$ cat config.mk
export PLATFORM = sky130hd
export DESIGN_NAME = matrix_feeder
export DESIGN_NICKNAME = d
export VERILOG_FILES = /design/src/rtl/matrix_feeder.sv
export SDC_FILE = /design/constraint.sdc
export NUM_CORES = 1
export LEC_CHECK = 0
export CORE_AREA = 2 2 138 99
export DETAILED_ROUTE_END_ITERATION = 10
export DIE_AREA = 0 0 140 101
export GPL_TIMING_DRIVEN = 0
export PLACE_DENSITY = 0.86
export SYNTH_ARGS = -nofsm -noshare
export SYNTH_HDL_FRONTEND = slang
export SYNTH_SLANG_ARGS = --single-unit
$ cat constraint.sdc
create_clock -name clk -period 5.39 [get_ports clk]
set_input_delay 0.539 -clock clk [delete_from_list [all_inputs] [get_ports clk]]
set_output_delay 0.539 -clock clk [all_outputs]
set_load 0.02 [all_outputs]
$ cat src/rtl/matrix_feeder.sv
// Matrix operand feeder: loads COLS weight beats, then streams len sign/magnitude converted vectors
// and drains the PE array. Optional per-row output skew is enabled with FEEDER_SKEW_EN.
module matrix_feeder #(
   parameter int ROWS = 4,
   parameter int COLS = 4
) (
   input  logic                 clk,
   input  logic                 res,
   input  logic                 start,
   input  logic                 cfg_width,
   input  logic [15:0]          cfg_len,
   input  logic                 in_valid,
   output logic                 in_ready,
   input  logic [16*ROWS-1:0]   in_data,
   output logic [16*ROWS-1:0]   weight_out,
   output logic                 weight_enable,
   output logic [16*ROWS-1:0]   matrix_out,
   output logic [2*ROWS-1:0]    matrix_sign,
   output logic                 mode_out,
   output logic                 pe_enable,
   output logic                 busy,
   output logic                 done
);

   // state  | meaning
   // IDLE   | waiting for start, all outputs quiet
   // LOAD_W | accepting COLS weight beats onto the weight bus
   // STREAM | accepting len operand beats, bubbles when in_valid is low
   // DRAIN  | ROWS+COLS+1 zero beats to flush the array, then done

   typedef enum logic [1:0] {IDLE, LOAD_W, STREAM, DRAIN} state_t;

   localparam logic [15:0] LOAD_CNT  = 16'(COLS);
   localparam logic [15:0] DRAIN_CNT = 16'(ROWS + COLS + 1);

   state_t      state_q, state_d;
   logic [15:0] cnt_q, cnt_d;
   logic [15:0] len_q;
   logic        width_q;
   logic        pe_en_q;
   logic        done_q;
   logic [17:0] stage_q [ROWS];

   // {sign[1:0], magnitude[15:0]} for one 16-bit lane
   function automatic logic [17:0] conv_lane(input logic [15:0] x, input logic w8);
      logic [7:0] hi;
      logic [7:0] lo;
      if (w8) begin
         hi = x[15] ? 8'(~x[15:8] + 8'd1) : x[15:8];
         lo = x[7]  ? 8'(~x[7:0]  + 8'd1) : x[7:0];
         return {x[15], x[7], hi, lo};
      end
      return {x[15], x[15], (x[15] ? 16'(~x + 16'd1) : x)};
   endfunction

   always_ff @(posedge clk or posedge res) begin
      if (res) begin
         state_q <= IDLE;
         cnt_q   <= '0;
         len_q   <= '0;
         width_q <= 1'b0;
      end else begin
         state_q <= state_d;
         cnt_q   <= cnt_d;
         if (state_q == IDLE && start) begin
            len_q   <= cfg_len;
            width_q <= cfg_width;
         end
      end
   end

   // cnt_q counts remaining beats down; a phase ends on the beat seen with cnt_q == 1
   always_comb begin
      state_d = state_q;
      cnt_d   = cnt_q;
      case (state_q)
         IDLE: begin
            if (start) begin
               state_d = LOAD_W;
               cnt_d   = LOAD_CNT;
            end
         end
         LOAD_W: begin
            if (in_valid) begin
               if (cnt_q == 16'd1) begin
                  if (len_q != 16'd0) begin
                     state_d = STREAM;
                     cnt_d   = len_q;
                  end else begin
                     state_d = DRAIN;
                     cnt_d   = DRAIN_CNT;
                  end
               end else begin
                  cnt_d = cnt_q - 16'd1;
               end
            end
         end
         STREAM: begin
            if (in_valid) begin
               if (cnt_q == 16'd1) begin
                  state_d = DRAIN;
                  cnt_d   = DRAIN_CNT;
               end else begin
                  cnt_d = cnt_q - 16'd1;
               end
            end
         end
         DRAIN: begin
            if (cnt_q == 16'd1) begin
               state_d = IDLE;
               cnt_d   = '0;
            end else begin
               cnt_d = cnt_q - 16'd1;
            end
         end
         default: begin
            state_d = IDLE;
            cnt_d   = '0;
         end
      endcase
   end

   assign busy          = (state_q != IDLE);
   assign in_ready      = (state_q == LOAD_W) || (state_q == STREAM);
   assign weight_enable = (state_q == LOAD_W) && in_valid;
   assign weight_out    = weight_enable ? in_data : '0;
   assign mode_out      = busy ? width_q : 1'b0;
   assign pe_enable     = pe_en_q;
   assign done          = done_q;

   always_ff @(posedge clk or posedge res) begin
      if (res) begin
         pe_en_q <= 1'b0;
         done_q  <= 1'b0;
      end else begin
         pe_en_q <= (state_q == STREAM) || (state_q == DRAIN);
         done_q  <= (state_q == DRAIN) && (cnt_q == 16'd1);
      end
   end

   // bubbles and non-stream cycles feed zero magnitude and zero sign
   always_ff @(posedge clk or posedge res) begin
      if (res) begin
         for (int r = 0; r < ROWS; r++) stage_q[r] <= '0;
      end else begin
         for (int r = 0; r < ROWS; r++) begin
            if (state_q == STREAM && in_valid)
               stage_q[r] <= conv_lane(in_data[16*r +: 16], width_q);
            else
               stage_q[r] <= '0;
         end
      end
   end

   for (genvar r = 0; r < ROWS; r++) begin : g_row
      logic [17:0] row_q;
`ifdef FEEDER_SKEW_EN
      if (r == 0) begin : g_direct
         assign row_q = stage_q[r];
      end else begin : g_skew
         logic [17:0] pipe_q [r];
         always_ff @(posedge clk or posedge res) begin
            if (res) begin
               for (int i = 0; i < r; i++) pipe_q[i] <= '0;
            end else begin
               pipe_q[0] <= stage_q[r];
               for (int i = 1; i < r; i++) pipe_q[i] <= pipe_q[i-1];
            end
         end
         assign row_q = pipe_q[r-1];
      end
`else
      assign row_q = stage_q[r];
`endif
      assign matrix_out[16*r +: 16] = row_q[15:0];
      assign matrix_sign[2*r +: 2]  = row_q[17:16];
   end

endmodule

==> results.ini <==
[yosys]
ys_warn_count = 0
syn_inst = 663
synth_seq_cells = 109
ys.flop_type = dfrtp_1
async_flop_share_pct = 100
synth.avg_cell_area_um2 = 9.32
synth.distinct_cells = 62
ys_seq_area_share_pct = 44.1
netlist_area_um2 = 6180
synth_edf_count = 0
syn_nets = 767

[timing]
timing.hold.ws_ns = 0.543
relSlewSlack_pct = 38.3
fin_crit_sh_pct = 70.1
rsz0062_at_grt = false
finalSetupViolCount = 0
finalHoldViolations = 0
drv_slew = 0
finalSetupTns_ns = 0
fmax_mhz = 265
finalCriticalPeriod_ns = 3.78
tightest_slew_ns = 0.917
fin_ws_ns = 1.61
skew_ns = 0.0101

[power_and_ir_drop]
leakagePower_nw = 4.02
vdd_ir_drop_max_mv = 0.217
p_per_area_nw_per_um2 = 422
p_total_mw = 3.78

[setup_path]
critPathMaxFanout = 10
cp.arrival_ns = 3.24
crit_required_ns = 4.85
end_kind = primary output
path_class = flip-flop to primary output
critPathLaunchType = flip-flop

[finish]
drive_above_1_share_pct = 5.64
nNetsFinal = 1003
layout.cells.most_common = clkdlybuf4s50_1
seq_area_um2 = 2730
multi_input_area_um2 = 3160
final_cell_mix = clkdlybuf4s50_1 (224), dfrtp_1 (109), nor2_1 (82)
n_antenna_cell = 0
syn_to_final_growth_pct = 45.0
fillCellCount = 1034

[die]
ios = 227
chipHeight_um = 101
die_area_um2 = 14100
die_width_um = 140
start_util_pct = 47.8
num_rows = 35
core_area_um2 = 12900

[global_route]
grt_pass1_wl_um = 31800
grt_max_degree = 58
antenna_found_initial = 0
grt_overflow = 0
grt.total_usage_pct = 28.6
grt_pass1_vias = 5696

[clock_tree]
cts.clk_slew.worst_paths_ns = 0.07
numClockSinks = 109
htree_num_levels = 3
root_buffer = clkbuf_16
clockBufferDepth = 2
holdBufCountCts = 0
cts_buffers = 9
tritoncts = built
post-cts-setup-buffers = 0
cts_resized = 0
clkLatencyLatePin_ns = 0.35

[routing]
post_drt_wl_per_cell_um = 18.5
drtIter0Drc = 549
first_pass_iters = 8
routed_via_density = 5.69
postRouteAntennaNets = 0
vias = 6089
drt_wl_total_um = 19800
drc = 16

[status]
status = finished, violations left
violations = DRC

[placed_design]
dpl_worst_slack_ns = 2.01
dp.final_hpwl_um = 15100
gp_congestion = 0.902
port_buffers = 224

[hold_path]
hold_class = flip-flop to flip-flop

[flow_run]
max_cap_violations = 0

-- report_power, final --
group	internal (mW)	switching [mW]
logic	0.827	1.12
registers	1.01	0.151
clock network	0.366	0.313
total	2.20	1.59
-- logic make-up after synthesis --
group	synth area share [%]
simple gates	25.0
compound gates	12.8
flops	44.1
buf+inv	4.72
xor+xnor	5.81
mux	3.74
fa+ha+maj	3.85
-- final cells by class --
cell class	instances	area share (%)
sequential	109	30.4
multi-input combinational	483	35.3
clock inverter	6	0.796
buffer	38	1.87
timing repair buffer	225	25.3
tap	166	2.32
clock buffer	10	2.56
inverter	33	1.41
-- sequential cells by signal, summed over array words and instances, names as in the netlist --
signal / cells
done: 1
pe_enable: 1
width_q: 1
cnt_q: 16
state_q: 2
g_row.row_q: 72
len_q: 16
-- metrics by stage --
stage / cell area (µm²) / utilization (%) / std cells
floorplan: 6180 / - / 663
global placement: 8630 / 66.8 / 1053
global route: 8960 / 69.4 / 1070
detailed placement: 8660 / 67.0 / 1054
CTS: 8960 / 69.4 / 1070
finish: 8960 / 69.4 / 1070
-- metal layers --
metal,vias up,wire [µm],track usage (%)
met5,-,0,0
met4,0,310,6.22
met3,24,1510,5.56
met2,282,9080,46.2
met1,2943,8910,40.4
li1,2840,-,-
-- critical path, cell delays in order, from the launching register on --
cell and delay, ns:
dfrtp_1 0.41, inv_1 0.13, ha_1 0.17, clkbuf_1 0.53, clkbuf_1 0.46, clkbuf_1 0.33, and3_1 0.21, clkdlybuf4s50_1 0.64
-- path summary, 6_finish.rpt --
kind                            slack, ns  cells after the start        from              to
worst max-delay path                 1.61                      7  state_q[1]  weight_out[48]
worst min-delay path                 0.54                      2   cnt_q[15]       cnt_q[15]
worst max register to register       2.45                      8  state_q[1]        cnt_q[7]
worst min register to register       0.54                      2   cnt_q[15]       cnt_q[15]
max in group asynchronous            4.02                      3         res       cnt_q[13]
min in group asynchronous            0.66                      2         res       pe_enable
-- cells in the mapped netlist (all sizes together), types with 2 or more instances --
| cell type | number | area share [%] |
|---|---|---|
| xnor2 | 16 | 2.3 |
| mux2 | 17 | 3.1 |
| a211o | 4 | 0.57 |
| nor2b | 5 | 0.51 |
| nand2b | 5 | 0.51 |
| o41ai | 5 | 0.71 |
| nor3 | 13 | 1.1 |
| inv | 33 | 2.0 |
| o311ai | 2 | 0.28 |
| nand3 | 10 | 0.81 |
| mux2i | 4 | 0.65 |
| nand4 | 8 | 0.91 |
| nand2 | 31 | 1.9 |
| a21boi | 4 | 0.49 |
| dfrtp | 109 | 44 |
| a31oi | 9 | 0.91 |
| or4 | 2 | 0.24 |
| a21oi | 40 | 3.3 |
| a22oi | 3 | 0.36 |
| o22a | 2 | 0.28 |
| nor2 | 82 | 5.0 |
| buf | 9 | 0.95 |
| a211oi | 5 | 0.61 |
| nor3b | 2 | 0.24 |
| nor4b | 5 | 1.2 |
| ha | 19 | 3.8 |
| nand3b | 2 | 0.24 |
| a41oi | 2 | 0.28 |
| o21a | 3 | 0.36 |
| and3 | 71 | 7.2 |
| o211ai | 3 | 0.36 |
| o31ai | 5 | 0.69 |
| nor4 | 20 | 2.5 |
| a221o | 3 | 0.49 |
| or3 | 18 | 1.8 |
| o21ai | 24 | 1.9 |
| o22ai | 2 | 0.30 |
| clkbuf | 29 | 1.8 |
| and2 | 4 | 0.40 |
| xor2 | 25 | 3.5 |
Power figures use the tool's default switching activity.
